## src/rtl/pacman_pkg.sv

```systemverilog
// rtl/pacman_pkg.sv - shared game-flow state encoding, tile widths and tile-match helper
package pacman_pkg;

  localparam int TILE_X_W = 6;
  localparam int TILE_Y_W = 5;

  typedef enum logic [2:0] {
    ST_IDLE        = 3'd0,
    ST_PLAY        = 3'd1,
    ST_PAUSE       = 3'd2,
    ST_DYING       = 3'd3,
    ST_LEVEL_CLEAR = 3'd4,
    ST_OVER        = 3'd5
  } game_state_e;

  function automatic logic tile_match(
    input logic [TILE_X_W-1:0] ax,
    input logic [TILE_Y_W-1:0] ay,
    input logic [TILE_X_W-1:0] bx,
    input logic [TILE_Y_W-1:0] by
  );
    return (ax == bx) && (ay == by);
  endfunction

endpackage

```

## src/rtl/game_delay_timer.sv

```systemverilog
// rtl/game_delay_timer.sv - loadable down-counter; done while the count sits at zero
module game_delay_timer
  import pacman_pkg::*;
#(
  parameter int W = 28
) (
  input  logic         CLOCK_50,
  input  logic         reset,
  input  logic         load,
  input  logic [W-1:0] load_val,
  output logic         done
);

  logic [W-1:0] count;

  always_ff @(posedge CLOCK_50) begin
    if (reset) begin
      count <= '0;
    end else if (load) begin
      count <= load_val;
    end else if (count != '0) begin
      count <= count - 1'b1;
    end
  end

  assign done = (count == '0);

endmodule

```

## src/rtl/game_state_ctrl.sv

```systemverilog
// rtl/game_state_ctrl.sv - Pac-Man game-flow controller: lives, level, delays, pause, game over
// Optional GAME_PAUSE_EN builds the PAUSE state and pause_req edge detector.
module game_state_ctrl
  import pacman_pkg::*;
#(
  parameter int NUM_GHOSTS    = 2,
  parameter int START_LIVES   = 3,
  parameter int RESUME_CYCLES = 250_000_000,
  parameter int CLEAR_CYCLES  = 100_000_000,
  parameter int PILL_W        = 10,
  parameter int LEVEL_W       = 4
) (
  input  logic                           CLOCK_50,
  input  logic                           reset,
  input  logic                           start,
  input  logic                           pause_req,
  input  logic [TILE_X_W-1:0]            pac_x,
  input  logic [TILE_Y_W-1:0]            pac_y,
  input  logic [TILE_X_W*NUM_GHOSTS-1:0] ghost_x,
  input  logic [TILE_Y_W*NUM_GHOSTS-1:0] ghost_y,
  input  logic [NUM_GHOSTS-1:0]          ghost_fright,
  input  logic [PILL_W-1:0]              pills_left,
  output logic [2:0]                     state,
  output logic                           sprite_reset,
  output logic                           map_reset,
  output logic                           ghost_enable,
  output logic                           input_enable,
  output logic [2:0]                     lives,
  output logic [LEVEL_W-1:0]             level,
  output logic                           death_pulse,
  output logic [NUM_GHOSTS-1:0]          ghost_eaten
);

  localparam int MAX_DELAY = (RESUME_CYCLES > CLEAR_CYCLES) ? RESUME_CYCLES : CLEAR_CYCLES;
  localparam int TIMER_W   = (MAX_DELAY > 1) ? $clog2(MAX_DELAY) : 1;
  localparam logic [TIMER_W-1:0] RESUME_LOAD = TIMER_W'(RESUME_CYCLES - 1);
  localparam logic [TIMER_W-1:0] CLEAR_LOAD  = TIMER_W'(CLEAR_CYCLES - 1);
  localparam logic [LEVEL_W-1:0] LEVEL_MAX   = {LEVEL_W{1'b1}};

  game_state_e            state_q, state_next;
  logic [2:0]             lives_q;
  logic [LEVEL_W-1:0]     level_q;
  logic                   play_entry_q;
  logic [NUM_GHOSTS-1:0]  match, lethal, edible, edible_q;
  logic                   any_lethal;
  logic                   pause_edge;
  logic                   timer_load, timer_done;
  logic [TIMER_W-1:0]     timer_val;

`ifdef GAME_PAUSE_EN
  logic pause_q;
  always_ff @(posedge CLOCK_50) begin
    if (reset) pause_q <= 1'b0;
    else       pause_q <= pause_req;
  end
  assign pause_edge = pause_req & ~pause_q;
`else
  logic unused_pause;
  assign unused_pause = pause_req;
  assign pause_edge   = 1'b0;
`endif

  always_comb begin
    match = '0;
    for (int i = 0; i < NUM_GHOSTS; i++) begin
      match[i] = tile_match(pac_x, pac_y,
                            ghost_x[TILE_X_W*i +: TILE_X_W],
                            ghost_y[TILE_Y_W*i +: TILE_Y_W]);
    end
  end

  assign lethal     = match & ~ghost_fright;
  assign edible     = match & ghost_fright;
  assign any_lethal = |lethal;

  always_comb begin
    state_next = state_q;
    timer_load = 1'b0;
    timer_val  = '0;
    case (state_q)
      ST_IDLE:        if (start) state_next = ST_PLAY;
      ST_PLAY: begin
        if (any_lethal)                              state_next = (lives_q > 3'd1) ? ST_DYING : ST_OVER;
        else if (pills_left == '0 && !play_entry_q)  state_next = ST_LEVEL_CLEAR;
        else if (pause_edge)                         state_next = ST_PAUSE;
      end
      ST_PAUSE:       if (pause_edge) state_next = ST_PLAY;
      ST_DYING:       if (timer_done) state_next = ST_PLAY;
      ST_LEVEL_CLEAR: if (timer_done) state_next = ST_PLAY;
      ST_OVER:        if (!start)     state_next = ST_IDLE;
      default:        state_next = ST_IDLE;
    endcase
    // Timer is armed on the cycle a delay state is entered so it expires exactly on time.
    if (state_next != state_q) begin
      if (state_next == ST_DYING) begin
        timer_load = 1'b1;
        timer_val  = RESUME_LOAD;
      end else if (state_next == ST_LEVEL_CLEAR) begin
        timer_load = 1'b1;
        timer_val  = CLEAR_LOAD;
      end
    end
  end

  always_ff @(posedge CLOCK_50) begin
    if (reset) begin
      state_q      <= ST_IDLE;
      lives_q      <= 3'(START_LIVES);
      level_q      <= LEVEL_W'(1);
      play_entry_q <= 1'b0;
      edible_q     <= '0;
      death_pulse  <= 1'b0;
      ghost_eaten  <= '0;
    end else begin
      state_q      <= state_next;
      // Upstream pill count reloads a cycle late after any entry into PLAY.
      play_entry_q <= (state_next == ST_PLAY) && (state_q != ST_PLAY);
      edible_q     <= edible;
      death_pulse  <= (state_q == ST_PLAY) && any_lethal;
      ghost_eaten  <= (state_q == ST_PLAY && !any_lethal) ? (edible & ~edible_q) : '0;
      if (state_q == ST_IDLE && state_next == ST_PLAY) begin
        lives_q <= 3'(START_LIVES);
        level_q <= LEVEL_W'(1);
      end
      if (state_q == ST_PLAY && any_lethal) lives_q <= lives_q - 3'd1;
      if (state_q == ST_LEVEL_CLEAR && state_next == ST_PLAY && level_q != LEVEL_MAX)
        level_q <= level_q + 1'b1;
    end
  end

  game_delay_timer #(.W(TIMER_W)) u_timer (
    .CLOCK_50 (CLOCK_50),
    .reset    (reset),
    .load     (timer_load),
    .load_val (timer_val),
    .done     (timer_done)
  );

  always_comb begin
    sprite_reset = 1'b0;
    map_reset    = 1'b0;
    ghost_enable = 1'b0;
    input_enable = 1'b0;
    case (state_q)
      ST_IDLE:        begin sprite_reset = 1'b1; map_reset = 1'b1; end
      ST_PLAY:        begin ghost_enable = 1'b1; input_enable = 1'b1; end
      ST_DYING:       sprite_reset = 1'b1;
      ST_LEVEL_CLEAR: begin sprite_reset = 1'b1; map_reset = 1'b1; end
      default:        ;
    endcase
  end

  assign state = state_q;
  assign lives = lives_q;
  assign level = level_q;

endmodule

```

## config.mk

```make
export PLATFORM = sky130hd
export DESIGN_NAME = game_state_ctrl
export DESIGN_NICKNAME = d
export VERILOG_FILES = /design/src/rtl/pacman_pkg.sv /design/src/rtl/game_delay_timer.sv /design/src/rtl/game_state_ctrl.sv
export SDC_FILE = /design/constraint.sdc
export NUM_CORES = 1
export LEC_CHECK = 0
export ABC_CLOCK_PERIOD_IN_PS = 2800
export CELL_PAD_IN_SITES_DETAIL_PLACEMENT = 1
export CELL_PAD_IN_SITES_GLOBAL_PLACEMENT = 2
export CORE_MARGIN = 5
export CORE_UTILIZATION = 29
export DETAILED_ROUTE_END_ITERATION = 8
export GPL_TIMING_DRIVEN = 0
export PLACE_DENSITY = 0.9
export RECOVER_POWER = 25
export SLEW_MARGIN = 20
export SYNTH_ARGS = -nofsm -noshare
export SYNTH_HDL_FRONTEND = slang
export SYNTH_SLANG_ARGS = --single-unit
```

## constraint.sdc

```tcl
create_clock -name CLOCK_50 -period 2.8 [get_ports CLOCK_50]
set_clock_uncertainty 0.2 [all_clocks]
set_input_delay 0.56 -clock CLOCK_50 [delete_from_list [all_inputs] [get_ports CLOCK_50]]
set_output_delay 0.56 -clock CLOCK_50 [all_outputs]
set_load 0.005 [all_outputs]
```

* After elaboration in Yosys (flattened, before gate mapping)
Index checks and enable logic that the tools add are counted.
** Storage, ports and cells
- Register bits :: 44
- Input bits :: 49
- Output and inout bits :: 17
- Word-level logic and storage cells :: 78
** Cells by class
- Add/subtract/negate cells :: 3
- Order comparisons :: 1
- Equality and inequality tests :: 15
- Mux-type cells :: 22
- Bitwise operators :: 6
- Reductions and logical operators :: 23
** Operator list (count)
- two-way mux 28 bit :: 4
- zero test 28 bit :: 1
- nonzero test 28 bit :: 1
- subtractor 28 x 1 -> 28 bit, second input constant :: 1
- two-way mux 27 bit :: 1
- two-way mux 3 bit :: 8
- one-hot mux 3 bit (5 select lines) :: 1
- == test 6 bit :: 2
- == test 5 bit :: 2
- zero test 10 bit :: 1
- == test 3 x 2 -> 1 bit, second input constant :: 3
- == test 3 bit, second input constant :: 3
- logical AND 1 bit :: 9
- two-way mux 4 bit :: 2
- OR reduction 2 bit :: 4
- bitwise AND 2 bit :: 3
- == test 3 x 1 -> 1 bit, second input constant :: 2
- two-way mux 1 bit :: 6
- nonzero test 2 bit :: 3
- adder 4 x 1 -> 4 bit, second input constant :: 1
- inequality test 4 bit, second input constant :: 1
- NOT 2 bit :: 2
- > comparator 3 x 1 -> 1 bit, second input constant :: 1
- zero test 3 bit :: 1
- 6 further kinds :: 7

* Depth between registers and ports, before layout
Gate-level depths: netlist of the first run.
- Depth after elaboration :: 11
- Gate-level depth with buffers :: 9
- Mapped depth without buffers :: 8

* Modules after synthesis
A second synthesis of the first run with hierarchy kept.
** Second synthesis, totals
- Cells, all modules :: 342
- Area, all modules :: 2944.1 um2
** Modules (own cells, without submodules)
- game_delay_timer :: instances 1, cells an instance 194, area each 1652.8 um2, seq. area each 560.5 um2
- game_state_ctrl :: instances 1, cells an instance 148, area each 1291.2 um2, seq. area each 320.3 um2

* Worst setup path before layout of the first run
No wires, ideal clock.
- Kind :: input -> register
- From :: in ghost_y[3]
- To :: reg u_timer.count[0]
- Library setup time :: 0.133 ns
- Data arrival time :: 1.961 ns
- Required time :: 2.467 ns
- Path slack :: 0.506 ns
- Stages on the path :: 7
- Buffers on the path :: 1
- Cell sequence :: xor2_1 -> nor4_1 -> and4_1 -> o21ai_0 -> nand3_1 -> clkbuf_1 -> a21oi_1
** Between the ends
- Longest elaborated chain between the ends :: 11
- Elaborated cells on any way between the ends :: 17
- Classes of those cells :: eq/ne: 4; mux: 9; bitwise: 1; reduce/logical: 3
** Ends and longest elaborated chain
- start: declaration :: RTL line game_state_ctrl.sv:20 : input logic [TILE_Y_W*NUM_GHOSTS-1:0] ghost_y,
- == test 5 bit (*) :: RTL line pacman_pkg.sv:22 : return (ax == bx) && (ay == by);
- logical AND 1 bit (*) :: RTL line pacman_pkg.sv:22
- bitwise AND 2 bit (*) :: RTL line game_state_ctrl.sv:72 : assign lethal = match & ~ghost_fright;
- OR reduction 2 bit (*) :: RTL line game_state_ctrl.sv:74 : assign any_lethal = |lethal;
- two-way mux 3 bit (*) :: RTL line game_state_ctrl.sv:83 : if (any_lethal) state_next = (lives_q > 3'd1) ? ST_DYING : ST_OVER;
- one-hot mux 3 bit (5 select lines) (*) :: RTL line game_state_ctrl.sv:80 : case (state_q)
- == test 3 bit :: RTL line game_state_ctrl.sv:98 : end else if (state_next == ST_LEVEL_CLEAR) begin
- two-way mux 27 bit / two-way mux 1 bit (equally long branches) :: RTL line game_state_ctrl.sv:98
- two-way mux 28 bit / two-way mux 1 bit (equally long branches) :: RTL line game_state_ctrl.sv:95 : if (state_next == ST_DYING) begin
- two-way mux 28 bit / two-way mux 1 bit (equally long branches) :: RTL line game_state_ctrl.sv:94 : if (state_next != state_q) begin
- two-way mux 28 bit / nonzero test 2 bit (equally long branches)
- end signal: assignment :: RTL line game_delay_timer.sv:20 : count <= load_val;
- end signal: assignment :: RTL line game_delay_timer.sv:22 : count <= count - 1'b1;
- end: declaration :: RTL line game_delay_timer.sv:14 : logic [W-1:0] count;
Every way passes the cells marked *; elsewhere a longest branch is shown, timed or not.
A chain may end at the register's enable or synchronous reset.

* Worst setup path after layout of the first run
- From :: reg state_q[0], in the netlist state[0]
- To :: out input_enable
** Between the ends
- Longest elaborated chain between the ends :: 2
** Ends and longest elaborated chain
- start: declaration :: RTL line game_state_ctrl.sv:40 : game_state_e state_q, state_next;
- start signal: assignment :: RTL line game_state_ctrl.sv:115 : state_q <= state_next;
- == test 3 x 1 -> 1 bit :: RTL line game_state_ctrl.sv:144 : case (state_q)
- two-way mux 1 bit :: RTL line game_state_ctrl.sv:144
- end: declaration :: RTL line game_state_ctrl.sv:27 : output logic input_enable,
No other way between the ends.

==> metrics.log, run 1 <==
INFO  metric worst_slew_margin_rel = 37.45%
INFO  metric cts_buffers = 5
INFO  metric ioPinCount = 66
INFO  metric cts_tree = done
INFO  metric finalSetupViolCount = 0
INFO  metric drtAntennaViolNets = 0
INFO  metric globalRouteTotalUtil = 14.69%
INFO  metric cts.clk_slew.worst_paths = 0.09 ns
INFO  metric hold_path.startpoint = edible_q[1]
INFO  metric cts_htree_levels = 2
INFO  metric grt_first_pass_wirelength = 13.23 mm
INFO  metric initial_utilization = 29.80%
INFO  metric dp_slack = -0.5744 ns
INFO  metric setup.worst_path.start_class = register
INFO  metric nets = 436
INFO  metric cp_required = 2.04 ns
INFO  metric final-instance-count-excl-fill = 490
INFO  metric final_layout_size_suffix_gt1_share = 9.948%
INFO  metric met3RoutedLength = 178 um
INFO  metric period_minus_slack = 2.692 ns
INFO  metric area_of_all_sequential_standard_cells = 880.8 sq um
INFO  metric timing.critical_path.from = state[0]
INFO  metric report.final.slew_viol_count = 0
INFO  metric fp.dieH = 104.9 um
INFO  metric setup.worst_path.end_class = output pin
INFO  metric place.detailed.instances = 479
INFO  metric cap_viol_max_count = 0
INFO  metric dr.max_layer_used = met4
INFO  metric drtIter0Drc = 54
INFO  metric layout.cells.most_common_list = clkdlybuf4s50_1, dfxtp_1, xor2_1
INFO  metric via_count_of_the_first_global_routing_pass = 2,638
INFO  metric post_synth.cell_area_avg = 8.506 sq um
INFO  metric syn2layout_area_growth = 35.60%
INFO  metric power_leakage = 1.342 nW
INFO  metric antenna_found_initial = 0
INFO  metric synth_seq_cells = 44
INFO  metric min-delay-path-class = register to register
INFO  metric drt_pass1_iterations = 4
INFO  metric clock_latency = 0.30 ns
INFO  metric arr_time_crit_path = 1.93 ns
INFO  metric gp_congestion = 0.7693
INFO  metric multi_input_gate_area_in_the_final_layout = 0.001693 sq mm
INFO  metric layout_worst_path_cycle_share = 96.16%
INFO  metric syn-num-nets = 361
INFO  metric actual_transition_at_the_worst_max_transition_pin = 0.9332 ns
INFO  metric syn-cell-area = 0.002611 sq mm
INFO  metric cts.sinks = 44
INFO  metric ys_types = 52
INFO  metric result_of_the_run = completed
INFO  metric die_width = 104.9 um
INFO  metric fin_ws = 0.1075 ns
INFO  metric yosysSeqAreaShare = 33.73%
INFO  metric yosysWarningCount = 0
INFO  metric input_output_buffers = 64
INFO  metric detail_route.wirelength.met1 = 3.693 mm
INFO  metric cts-root-to-sink-buffers = 2
INFO  metric globalRoute.totalOverflow = 0
INFO  metric finalHoldViolCount = 0
INFO  metric mostFrequentLayoutCell = clkdlybuf4s50_1
INFO  metric detail_route.vias_per_cell = 5.143
INFO  metric worst_ir_drop_vdd = 0.2711 mV
INFO  metric die_area = 0.01100 sq mm
INFO  metric wl_met2 = 4.263 mm
INFO  metric root_buffer_cell = clkbuf_8
INFO  metric fill_cell_total_of_the_finished_layout = 1,059
INFO  metric postSynthCellCount = 307
INFO  metric drc = 0
INFO  metric synth-async-reset-ratio = 0%
INFO  metric antennaDiodeCount = 0
INFO  metric synth_enable_flop_cells = 0
INFO  metric fmaxAchievable = 0.3714 GHz
INFO  metric timing.setup.critical_path_class = register to output pin
INFO  metric power_density = 784.5 mW/mm^2
INFO  metric floorplan.rows = 34
INFO  metric crit_fanout = 8
INFO  metric postRouteWirelength = 8.236 mm
INFO  metric hpwlAfterDp = 6.437 mm
INFO  metric post_dr_wirelength_cell = 16.81 um
INFO  metric synth-main-ff-cell = dfxtp_1
INFO  metric r2r-start = u_timer.count[0]
INFO  metric route.vias.total = 2,520
INFO  metric maximum_number_of_pins_on_one_net_before_global_route_repair = 13
INFO  metric core = 0.008763 sq mm
-- per-layer routing --
metal | up-vias | track usage (%)
met5 | - | 0
li1 | 1262 | -
met4 | 0 | 4.292
met3 | 10 | 2.898
met2 | 27 | 25.76
met1 | 1221 | 18.15
-- synthesized netlist by cell type, types with 2 or more instances --
master	count	share of area [%]
dfxtp_1	44	34
xor2_1	31	10
a21oi_1	25	4.8
nand2_1	23	3.3
nor2_1	22	3.2
nor4_1	16	3.8
xnor2_1	14	4.7
nand3_1	13	2.5
nor3_1	12	2.3
clkbuf_1	8	1.2
inv_1	7	1.0
or3_1	6	1.4
ha_1	5	2.4
nor2b_1	5	1.2
a21o_1	4	1.2
and3b_1	4	1.3
nand4_1	4	0.96
nor3b_1	4	1.2
nor4_2	4	1.9
o21ai_0	4	0.77
a31oi_1	3	0.72
and4_1	3	1.0
buf_2	3	0.57
nand2b_1	3	0.72
nand4b_1	3	1.0
o31ai_1	3	0.86
a311oi_1	2	0.67
and3_1	2	0.48
mux2i_1	2	0.77
nand3b_1	2	0.57
nor3_2	2	0.77
o211ai_1	2	0.57
o32ai_1	2	0.67
or2_2	2	0.48
-- report_power, final --
part	internal, W	switching, W	leakage (nW)
registers	0.000777	0.000176	0.359
logic	0.000640	0.000791	0.942
clock network	0.000170	0.000224	0.0410
-- kinds of logic after synthesis --
| group | count (synthesis) | synth area share (%) |
|---|---|---|
| compound gates | 53 | 13.03 |
| xor+xnor | 45 | 15.09 |
| fa+ha+maj | 5 | 2.396 |
| buf+inv | 19 | 3.019 |
| flops | 44 | 33.73 |
| mux | 2 | 0.7667 |
| simple gates | 139 | 31.96 |
-- area by class of cell --
type                            instances  share of cell area (%)
Buffer                                 11                   1.413
Clock buffer                            6                   2.049
Clock inverter                          1                  0.1413
Inverter                                7                  0.7420
Multi-Input combinational cell        244                   47.81
Sequential cell                        44                   24.88
Tap cell                              108                   3.816
Timing Repair Buffer                   69                   19.15
-- flip-flops by register name, summed over array words and instances (netlist names) --
name / flops
state: 3
ghost_eaten: 2
level: 4
play_entry_q: 1
edible_q: 2
death_pulse: 1
lives: 3
u_timer.count: 28
-- critical path: stages, from the launching register on --
cell and delay, ns:
dfxtp_1 0.45, nor2b_2 0.24, inv_1 0.11, nor2_4 0.20, buf_4 0.14, clkdlybuf4s50_1 0.50
-- through the flow --
stage | power, W | utilization, % | setup TNS (ns) | cell area (sq um) | hold slack, ns
after floorplan | 0.001999 | - | 0 | 2611 | 0.1729
after global placement | 0.002325 | 38.65 | -10.30 | 3387 | 0.1777
after detailed placement | 0.002386 | 38.65 | -11.74 | 3387 | 0.1901
after CTS | 0.002797 | 39.86 | 0 | 3493 | 0.2019
after global routing | 0.002995 | 40.41 | -0.0008775 | 3541 | 0.2181
final | 0.002778 | 40.41 | 0 | 3541 | 0.2032
-- final timing paths --
check                                    endpoint  slack, ns  depth (start not counted)
worst max-delay path                 input_enable       0.11                          5
worst min register to register     ghost_eaten[1]       0.20                          1
worst max register to register  u_timer.count[19]       0.16                          8
worst min-delay path               ghost_eaten[1]       0.20                          1
-- timing repair --
action | in CTS | in global routing
gates resized for setup | 7 | 2
endpoints found under the setup margin | 17 | 17
hold buffers | 0 | 0
pin swaps | 0 | 3
buffers inserted | 0 | 5
(Power assumes the default switching activity.)
==> inputs of run 2 (changes only) <==
--- a/config.mk
+++ b/config.mk
@@ -13,7 +13,6 @@
 export DETAILED_ROUTE_END_ITERATION = 8
 export GPL_TIMING_DRIVEN = 0
 export PLACE_DENSITY = 0.9
-export RECOVER_POWER = 25
 export SLEW_MARGIN = 20
 export SYNTH_ARGS = -nofsm -noshare
 export SYNTH_HDL_FRONTEND = slang
==> run 2 against run 1 <==
Against the previous run: clock power about the same; sequential share of layout area is the same; clock-buffer cell count stayed put; combinational power hardly changed; first-iteration DRC count is 1.9% lower; core utilization is the same; global-route usage unchanged.
==> metrics.log, run 2 (same netlist as run 1, synthesis figures left out) <==
INFO  metric globalRoute.totalOverflow = 0 (unchanged)
INFO  metric placed_cell_area = 0.003387 sq mm (unchanged)
INFO  metric fill_cell_total_of_the_finished_layout = 1,059 (unchanged)
INFO  metric drtAntennaViolNets = 0 (unchanged)
INFO  metric worst_ir_drop_vdd = 0.2711 mV (about the same)
INFO  metric timing.rr.end = u_timer.count[19]
INFO  metric drc = 0 (unchanged)
INFO  metric ioPinCount = 66 (unchanged)
INFO  metric cts_tree = done
INFO  metric root_buffer_cell = clkbuf_8
INFO  metric antenna_found_initial = 0 (unchanged)
INFO  metric result_of_the_run = completed
INFO  metric power_density = 785.1 mW/mm^2 (about the same)
INFO  metric cp.depth = 5 (unchanged)
INFO  metric nets = 436 (unchanged)
INFO  metric critPathCapture = input_enable
INFO  metric cts_htree_levels = 2 (unchanged)
INFO  metric setup.worst_path.end_class = output pin
INFO  metric timing.setup.critical_path_class = register to output pin
INFO  metric crit_fanout = 8 (unchanged)
INFO  metric cts.sinks = 44 (unchanged)
INFO  metric postRouteWirelength = 8.229 mm (about the same)
INFO  metric finalSetupViolCount = 0 (unchanged)
INFO  metric layout.cells.most_common_list = clkdlybuf4s50_1, dfxtp_1, xor2_1
INFO  metric report.final.slew_viol_count = 0 (unchanged)
INFO  metric syn2layout_area_growth = 35.60% (unchanged)
INFO  metric drtIter0Drc = 53 (-1.9%)
INFO  metric drt_pass1_iterations = 4 (unchanged)
INFO  metric floorplan.rows = 34 (unchanged)
INFO  metric crit_slowest_cell = clkdlybuf4s50_1
INFO  metric r2r_depth = 8 (unchanged)
INFO  metric route.vias.total = 2,532 (+0.48%)
INFO  metric cts-root-to-sink-buffers = 2 (unchanged)
INFO  metric fmaxAchievable = 0.3710 GHz (-0.12%)
INFO  metric die_area = 0.01100 sq mm (unchanged)
INFO  metric globalRouteTotalUtil = 14.69% (unchanged)
INFO  metric finalHoldViolCount = 0 (unchanged)
INFO  metric actual_transition_at_the_worst_max_transition_pin = 0.9337 ns (+0.0004433 ns)
INFO  metric arr_time_crit_path = 1.94 ns (about the same)
INFO  metric cp_num_buf_inv = 3 (unchanged)
INFO  metric path_cells = nor2b_2 -> inv_1 -> nor2_4 -> buf_4 -> clkdlybuf4s50_1
INFO  metric timing.critical_path.from = state[0]
INFO  metric mostFrequentLayoutCell = clkdlybuf4s50_1
INFO  metric die_width = 104.9 um (unchanged)
INFO  metric dp_slack = -0.5744 ns (unchanged)
INFO  metric crit_path_max_incr_delay = 0.50 ns (about the same)
INFO  metric fp.dieH = 104.9 um (unchanged)
INFO  metric area_of_all_sequential_standard_cells = 880.8 sq um (unchanged)
INFO  metric via_count_of_the_first_global_routing_pass = 2,638 (unchanged)
INFO  metric cap_viol_max_count = 0 (unchanged)
INFO  metric critical-path-top-delay-family = buffers and inverters
INFO  metric final_layout_size_suffix_gt1_share = 9.948% (unchanged)
INFO  metric antennaDiodeCount = 0 (unchanged)
INFO  metric fin_ws = 0.1044 ns (-0.003135 ns)
INFO  metric number_of_flip_flops_under_the_largest_register_name = 28 (unchanged)
INFO  metric maximum_number_of_pins_on_one_net_before_global_route_repair = 13 (unchanged)
INFO  metric hpwlAfterDp = 6.437 mm (unchanged)
INFO  metric cts_buffers = 5 (unchanged)
INFO  metric cts.clk_slew.worst_paths = 0.09 ns (about the same)
INFO  metric post_dr_wirelength_cell = 16.79 um (about the same)
INFO  metric cp_required = 2.04 ns (about the same)
INFO  metric multi_input_gate_area_in_the_final_layout = 0.001693 sq mm (unchanged)
INFO  metric hold_path_depth = 1 (unchanged)
INFO  metric p_total = 0.002780 W (about the same)
INFO  metric gp_congestion = 0.7693 (unchanged)
INFO  metric initial_utilization = 29.80% (unchanged)
INFO  metric power_leakage = 1.321 nW (-1.6%)
INFO  metric detail_route.vias_per_cell = 5.167 (+0.48%)
INFO  metric grt_first_pass_wirelength = 13.23 mm (unchanged)
INFO  metric final_core_area_utilization = 40.41% (unchanged)
INFO  metric finish.instance_area = 0.003541 sq mm (unchanged)
INFO  metric r2r-start = u_timer.count[0]
INFO  metric core = 0.008763 sq mm (unchanged)
INFO  metric input_output_buffers = 64 (unchanged)
INFO  metric period_minus_slack = 2.696 ns (+0.003135 ns)
INFO  metric r2r_setup_slack = 0.16 ns (about the same)
INFO  metric setup.worst_path.start_class = register
INFO  metric worst_slew_margin_rel = 37.42% (about the same)
INFO  metric min-delay-path-class = register to register
INFO  metric clock_latency = 0.30 ns (about the same)
INFO  metric layout_worst_path_cycle_share = 96.27% (+0.11 points)
INFO  metric largest-register = u_timer.count
-- run 2: per-stage QoR --
stage / setup TNS [ns] / hold WS [ns] / cells
final: 0 / 0.2032 / 490
after global routing: -0.005121 / 0.2181 / 490
after CTS: 0 / 0.2019 / 486
after detailed placement: -11.74 / 0.1901 / 479
after global placement: -10.30 / 0.1777 / 479
after floorplan: 0 / 0.1729 / 307
-- run 2: worst min path at each step --
stage                start              to  slack (ns)
2_1_floorplan  edible_q[1]  ghost_eaten[1]        0.17
3_3_place_gp   edible_q[1]  ghost_eaten[1]        0.18
3_5_place_dp   edible_q[1]  ghost_eaten[1]        0.19
4_1_cts        edible_q[1]  ghost_eaten[1]        0.20
5_1_grt        edible_q[1]  ghost_eaten[1]        0.22
6_report       edible_q[1]  ghost_eaten[1]        0.20
-- run 2: repair_timing --
action	CTS	global route
gates resized for setup	7	2
setup buffers	0	5
cloned	0	0
setup endpoints to repair	17	17
hold buffers	0	0
pin swaps	0	3
-- run 2: cell type report --
type	instances	share of cell area, %
flip-flops and latches	44	24.88
plain buffers	11	1.413
multi-input cells	244	47.81
clock buffers	6	2.049
well taps	108	3.816
inverters	7	0.7420
clock inverters	1	0.1413
repair buffers	69	19.15
-- run 2: metal layers --
metal  wire (um)  GRT usage, %  part of all wire [%]
met5           0             0                     0
met4         100         4.292                   1.2
met3         189         2.898                   2.3
met2        4258         25.76                    52
met1        3680         18.15                    45
-- run 2: power by group --
group	leakage (nW)	internal, W	switching (W)
combinational	0.921	0.000640	0.000793
clock	0.0410	0.000170	0.000224
sequential	0.359	0.000777	0.000176
total	1.32	0.00159	0.00119
